===== config.mk =====
export PLATFORM = sky130hd
export DESIGN_NAME = dds_cmd_sequencer
export DESIGN_NICKNAME = d
export VERILOG_FILES = /design/src/rtl/dds_cmd_sequencer.sv
export SDC_FILE = /design/constraint.sdc
export NUM_CORES = 1
export LEC_CHECK = 0
export CORE_ASPECT_RATIO = 1.2
export CORE_UTILIZATION = 55
export CTS_BUF_LIST = sky130_fd_sc_hd__clkbuf_2 sky130_fd_sc_hd__clkbuf_4 sky130_fd_sc_hd__clkbuf_8
export DETAILED_ROUTE_END_ITERATION = 8
export GPL_ROUTABILITY_DRIVEN = 0
export GPL_TIMING_DRIVEN = 0
export PLACE_DENSITY = 0.73
export REMOVE_ABC_BUFFERS = 1
export SKIP_LAST_GASP = 1
export SLEW_MARGIN = 15
export SYNTH_ARGS = -nofsm -noshare
export SYNTH_HDL_FRONTEND = slang
export SYNTH_SLANG_ARGS = --single-unit

===== constraint.sdc =====
create_clock -name iClk -period 5.7 [get_ports iClk]
set_input_delay 0.57 -clock iClk [delete_from_list [all_inputs] [get_ports iClk]]
set_output_delay 0.57 -clock iClk [all_outputs]
set_load 0.02 [all_outputs]

===== src/rtl/dds_cmd_sequencer.sv =====
// ---------------------------------------------------------------------------
// dds_cmd_sequencer
//
// Buffers host commands for a serial DDS driver and issues them one at a
// time with a trig/ready handshake. Each 38-bit entry is {addr[3:0], cmd[33:0]}.
// The cmd[33:32] field is the opcode: 0 AMP, 1 PHS, 2 FRQ, 3 INIT.
//
// For each command the FSM:
//   - pops the entry,
//   - pulses trig_o for one cycle,
//   - waits for ready_i to fall and then rise,
//   - holds one SETTLE cycle so the driver's IO_UPDATE lands while addr_o is
//     still selected.
//
// Parameters
//   DEPTH_LOG2    FIFO depth is 2**DEPTH_LOG2 entries.
//   TIMEOUT_CYC   Handshake timeout in cycles. Must be >= 1. It is used only
//                 when the macro DDS_SEQ_TIMEOUT_EN is defined.
//
// Optional feature (macro DDS_SEQ_TIMEOUT_EN)
//   Defined:   a stalled handshake sets err_timeout_o and returns the FSM to
//              IDLE.
//   Undefined: the FSM waits indefinitely and err_timeout_o is tied to 0.
//
// Ports
//   iClk           clock, rising edge
//   iReset         synchronous, active-high reset
//   push_i         host write strobe for data_i
//   data_i         {addr[37:34], cmd[33:0]}
//   clr_i          empties the FIFO and clears the sticky flags;
//                  an in-flight command still completes
//   ready_i        driver ready (high = idle / not selected)
//   addr_o         channel select to the driver
//   cmd_o          command word to the driver
//   trig_o         one-cycle command strobe
//   full_o         FIFO full
//   level_o        FIFO occupancy, 0 .. 2**DEPTH_LOG2
//   busy_o         FSM not idle or FIFO not empty
//   overflow_o     sticky: push attempted while full
//   err_timeout_o  sticky: driver handshake timed out
// ---------------------------------------------------------------------------
module dds_cmd_sequencer #(
    parameter int unsigned DEPTH_LOG2  = 4,
    parameter int unsigned TIMEOUT_CYC = 255
) (
    input  logic                iClk,
    input  logic                iReset,
    input  logic                push_i,
    input  logic [37:0]         data_i,
    input  logic                clr_i,
    input  logic                ready_i,
    output logic [3:0]          addr_o,
    output logic [33:0]         cmd_o,
    output logic                trig_o,
    output logic                full_o,
    output logic [DEPTH_LOG2:0] level_o,
    output logic                busy_o,
    output logic                overflow_o,
    output logic                err_timeout_o
);

    localparam int unsigned          DEPTH      = 1 << DEPTH_LOG2;
    localparam logic [DEPTH_LOG2:0]  LEVEL_FULL = {1'b1, {DEPTH_LOG2{1'b0}}};

    typedef enum logic [2:0] {
        S_IDLE,
        S_ISSUE,
        S_WAIT_LO,
        S_WAIT_HI,
        S_SETTLE
    } state_e;

    state_e                state_q, state_d;

    logic [37:0]           mem_q [DEPTH];
    logic [DEPTH_LOG2-1:0] wr_ptr_q, wr_ptr_d;
    logic [DEPTH_LOG2-1:0] rd_ptr_q, rd_ptr_d;
    logic [DEPTH_LOG2:0]   level_q, level_d;
    logic [3:0]            addr_q, addr_d;
    logic [33:0]           cmd_q, cmd_d;
    logic                  ovf_q, ovf_d;

    logic                  fifo_empty;
    logic                  fifo_full;
    logic                  pop;
    logic                  push_ok;
    logic                  timeout_hit;
    logic [37:0]           rd_data;

    assign fifo_empty = (level_q == '0);
    assign fifo_full  = (level_q == LEVEL_FULL);
    assign rd_data    = mem_q[rd_ptr_q];

    // A pop only happens from IDLE, never on a clear cycle (the clear
    // discards the entry anyway), and never from an empty FIFO. A same-cycle
    // push into an empty FIFO therefore waits one cycle before it is popped.
    assign pop     = (state_q == S_IDLE) && !fifo_empty && !clr_i;

    // A push into a full FIFO is still accepted when a pop frees the slot in
    // the same cycle.
    assign push_ok = push_i && !clr_i && (!fifo_full || pop);

    // ------------------------------------------------------------------
    // FIFO pointer / level / overflow next state
    // ------------------------------------------------------------------
    always_comb begin
        wr_ptr_d = wr_ptr_q;
        rd_ptr_d = rd_ptr_q;
        level_d  = level_q;
        ovf_d    = ovf_q;

        if (clr_i) begin
            wr_ptr_d = '0;
            rd_ptr_d = '0;
            level_d  = '0;
            ovf_d    = 1'b0;
        end else begin
            if (push_ok) begin
                wr_ptr_d = wr_ptr_q + 1'b1;
            end
            if (pop) begin
                rd_ptr_d = rd_ptr_q + 1'b1;
            end
            if (push_ok && !pop) begin
                level_d = level_q + 1'b1;
            end else if (pop && !push_ok) begin
                level_d = level_q - 1'b1;
            end
            if (push_i && fifo_full && !pop) begin
                ovf_d = 1'b1;
            end
        end
    end

    // Storage is data only, so it carries no reset.
    always_ff @(posedge iClk) begin
        if (push_ok) begin
            mem_q[wr_ptr_q] <= data_i;
        end
    end

    // ------------------------------------------------------------------
    // Command FSM, next state
    // ------------------------------------------------------------------
    always_comb begin
        state_d = state_q;
        addr_d  = addr_q;
        cmd_d   = cmd_q;

        unique case (state_q)
            S_IDLE: begin
                if (pop) begin
                    addr_d  = rd_data[37:34];
                    cmd_d   = rd_data[33:0];
                    state_d = S_ISSUE;
                end
            end
            S_ISSUE: begin
                state_d = S_WAIT_LO;
            end
            S_WAIT_LO: begin
                if (!ready_i) begin
                    state_d = S_WAIT_HI;
                end else if (timeout_hit) begin
                    state_d = S_IDLE;
                end
            end
            S_WAIT_HI: begin
                if (ready_i) begin
                    state_d = S_SETTLE;
                end else if (timeout_hit) begin
                    state_d = S_IDLE;
                end
            end
            S_SETTLE: begin
                state_d = S_IDLE;
            end
            default: begin
                state_d = S_IDLE;
            end
        endcase
    end

    always_ff @(posedge iClk) begin
        if (iReset) begin
            state_q  <= S_IDLE;
            wr_ptr_q <= '0;
            rd_ptr_q <= '0;
            level_q  <= '0;
            addr_q   <= '0;
            cmd_q    <= '0;
            ovf_q    <= 1'b0;
        end else begin
            state_q  <= state_d;
            wr_ptr_q <= wr_ptr_d;
            rd_ptr_q <= rd_ptr_d;
            level_q  <= level_d;
            addr_q   <= addr_d;
            cmd_q    <= cmd_d;
            ovf_q    <= ovf_d;
        end
    end

`ifdef DDS_SEQ_TIMEOUT_EN
    // ------------------------------------------------------------------
    // Handshake timeout
    // ------------------------------------------------------------------
    // The counter restarts at 0 on every entry to WAIT_LO or WAIT_HI. It
    // flags the last allowed cycle, so the flag is visible TIMEOUT_CYC
    // cycles after the wait state was entered.
    localparam int unsigned      TMO_W    = (TIMEOUT_CYC < 2) ? 1 : $clog2(TIMEOUT_CYC);
    localparam logic [TMO_W-1:0] TMO_LAST = TMO_W'(TIMEOUT_CYC - 1);

    logic [TMO_W-1:0] tmo_cnt_q, tmo_cnt_d;
    logic             tmo_q, tmo_d;
    logic             in_wait;
    logic             tmo_set;

    assign in_wait     = (state_q == S_WAIT_LO) || (state_q == S_WAIT_HI);
    assign timeout_hit = in_wait && (tmo_cnt_q == TMO_LAST);

    // The timeout only counts when the awaited ready level has not arrived
    // in the same cycle.
    assign tmo_set = timeout_hit &&
                     (((state_q == S_WAIT_LO) && ready_i) ||
                      ((state_q == S_WAIT_HI) && !ready_i));

    always_comb begin
        tmo_cnt_d = '0;
        if (in_wait && (state_d == state_q)) begin
            tmo_cnt_d = tmo_cnt_q + 1'b1;
        end
        tmo_d = clr_i ? 1'b0 : (tmo_q | tmo_set);
    end

    always_ff @(posedge iClk) begin
        if (iReset) begin
            tmo_cnt_q <= '0;
            tmo_q     <= 1'b0;
        end else begin
            tmo_cnt_q <= tmo_cnt_d;
            tmo_q     <= tmo_d;
        end
    end

    assign err_timeout_o = tmo_q;
`else
    logic timeout_unused;

    assign timeout_hit    = 1'b0;
    assign timeout_unused = ^TIMEOUT_CYC;
    assign err_timeout_o  = 1'b0;
`endif

    // ------------------------------------------------------------------
    // Outputs
    // ------------------------------------------------------------------
    assign addr_o     = addr_q;
    assign cmd_o      = cmd_q;
    assign trig_o     = (state_q == S_ISSUE);
    assign full_o     = fifo_full;
    assign level_o    = level_q;
    assign busy_o     = (state_q != S_IDLE) || !fifo_empty;
    assign overflow_o = ovf_q;

endmodule


==> run summary <==
Chip Width -> 198 um
Worst Tran Pin Value -> 0.970 ns
Wire per inst -> 24.7 um
Most numerous cell in the Yosys netlist -> edfxtp_1
Synth Area in Compound Gates -> 3.03%
Yosys reg bits -> 663
Worst vdd rail ir drop -> 0.185 mV
RSZ-0062 raised after global routing -> false
H-Tree Depth -> 3
Clock latency on the worst-skew pair -> 0.66 ns
CTS Sinks -> 663
Post-synthesis cell type count -> 48
Share of cells above drive strength 1 -> 34.8%
Vias/cell -> 5.93
Critical path arrival -> 3.99 ns
Synth Area in XOR/XNOR -> 0.311%
Starting Density -> 56.1%
# DRC -> 0
Cell count after placement -> 1,836
DRT Pass-1 Iters -> 5
Finished Core Util -> 66.1%
Final setup skew -> 0.0222 ns
Yosys top cell by area -> edfxtp_1
Hold Crit Start -> overflow_o
Hold Path Class -> reg2reg
Required time of the critical path -> 6.31 ns
Die height -> 237 um
FF-to-FF Start -> level_o[0]
Seq/Total Area, Yosys -> 76.4%
Pin count of the biggest net entering global routing -> 54
Syn avg cell area -> 22.3 um2
Max Cap Violations -> 0
CTS-repair resized insts -> 0
Clock root cell -> clkbuf_8
Crit-path most repeated cell -> ha_1
Post-DP HPWL -> 31,200 um
Initial antenna violation count -> 2
Hold_buf cts -> 0
Leakage power -> 9.26 nW
Startpoint type of the worst setup path -> register
Non-filler cells, final -> 2,013
Largest delay share family, worst path -> simple AND/OR/NAND/NOR gates
Area contributors post-synth -> edfxtp_1 72%, mux4_2 14%, dfxtp_1 4.3%, mux2_2 1.7%, mux2i_1 1.5%
Buf/Inv on CP -> 1
Slew margin rel. -> 34.9%
Slowest CP cell -> or4_4
All-Layer GR Usage -> 22.2%
Initial drt markers -> 966
Simple-gate share of the synthesized area -> 1.26%
Final instance area -> 29,900 um2
Placement Cell Area -> 27,800 um2
CP Capture Type -> register
Fmax -> 296 MHz
CP Class -> reg2reg
Yosys top cell area share -> 72.0%
Via count -> 11,900
Largest family of logic cells by synthesized area -> multiplexers
Setup violations, final -> 0
Synthesis-to-finish area growth -> 17.9%
Routed WL -> 49,800 um
Number of synthesized flops with an enable pin -> 608
CP max FO -> 9
Max Slew Vio Count -> 0
Worst path cell trace -> or4_4, o311a_1, ha_1, inv_1, ha_1, nor2b_1, o21a_1, or4_1, a211oi_1, a31o_2
Fin crit period -> 3.38 ns
Top cells by count, synth -> 608 x edfxtp_1, 152 x mux4_2, 55 x dfxtp_1
Nets -> 1,378
First-pass GRT wire length -> 75,100 um
Endpoints failing hold -> 0
Synth Cell Area -> 25,300 um2
Postcts setup bufs -> 0
Core area -> 45,200 um2
Post-Synth Adder-Cell Area -> 0.573%
Outcome -> completed
Vias in the first global route -> 12,500
Num CTS Buffers -> 95
Final ANT Viol Nets -> 0
Syn. warnings -> 0
FILL cells -> 2,814
IO Count -> 91
Syn Inst Count -> 1,138
Async S/R FF share, synth -> 0%
PwrDens -> 341 nW/um2
Fin crit share -> 59.3%
Hold slack -> 0.486 ns
CTS tree -> yes
Biggest cell delay along the critical path -> 0.61 ns
Die area -> 46,900 um2
Total congestion overflow -> 0
Ys flop type -> edfxtp_1
Row cnt -> 85
Multiplexer area fraction after synthesis -> 16.7%
Critical Path Source -> level_o[0]
Clock transition at the registers of the reported paths -> 0.06 ns
CTS Buffer Depth -> 3
IO buf count -> 89
path summary, 6_finish.rpt:
check	to	slack, ns	cells past startpoint
hold / removal	overflow_o	0.49	2
setup reg to reg	level_o[4]	2.32	10
hold reg to reg	overflow_o	0.49	2
setup / recovery	level_o[4]	2.32	10
registers in the layout (all words and copies together), names as in the netlist:
signal,flops
wr_ptr_q,4
rd_ptr_q,4
level_o,5
cmd_o,34
state_q,3
addr_o,4
overflow_o,1
mem_q,608
where the power goes:
group	leakage [nW]	internal [mW]	switching, mW
sequential	5.93	5.37	0.0705
combinational	2.26	0.451	0.414
clock	1.08	2.16	1.71
routing by layer:
metal | up-vias | GRT usage [%] | part of all wire, %
li1 | 5146 | - | -
met2 | 404 | 35.1 | 49
met1 | 6288 | 31.2 | 42
met5 | - | 0 | 0.028
met4 | 2 | 8.60 | 2.7
met3 | 105 | 3.76 | 6.0
cells in the final DEF (no fill, tap or decap), types with 13 or more instances in the layout:
cell / instances
buf_4: 19
nor2_1: 20
dfxtp_1: 52
o21ai_0: 20
clkbuf_4: 40
a22oi_1: 17
buf_16: 21
nor2_4: 13
mux4_2: 152
mux2_2: 38
edfxtp_1: 608
o21ai_2: 20
clkdlybuf4s50_1: 89
clkbuf_8: 110
a22oi_2: 20
buf_12: 16
mux2i_1: 39
through the flow:
| stage | TNS (ns) | power (mW) | worst slack (ns) |
|---|---|---|---|
| finish | 0 | 10.2 | 2.32 |
| global route | 0 | 10.5 | 2.17 |
| CTS | 0 | 10.3 | 2.31 |
| detailed placement | 0 | 6.42 | 2.27 |
| global placement | -571.26 | 6.50 | -4.75 |
| floorplan | -79.04 | 6.16 | -1.98 |
final cells by class:
class,count,area (um2),share of cell area (%)
flip-flops and latches,663,19400,64.8
multi-input cells,403,5680,19.0
repair buffers,151,2000,6.69
clock buffers,150,1810,6.07
well taps,609,762,2.55
clock inverters,25,211,0.708
inverters,10,37.5,0.126
diodes,2,5.00,0.0168
kinds of logic after synthesis:
group,after synthesis
DFF,663
muxes,229
AOI/OAI and AO/OA,91
buffers and inverters,72
and+or+nand+nor,62
adders and majority gates,11
xor gates and xnor gates,9
other,1
worst register-to-register path, cell delays in order (launching register included):
cell	delay, ns
dfxtp_1	0.36
or4_4	0.61
o311a_1	0.52
ha_1	0.31
inv_1	0.16
ha_1	0.27
nor2b_1	0.13
o21a_1	0.17
or4_1	0.42
a211oi_1	0.25
a31o_2	0.13
(Power assumes the default switching activity.)
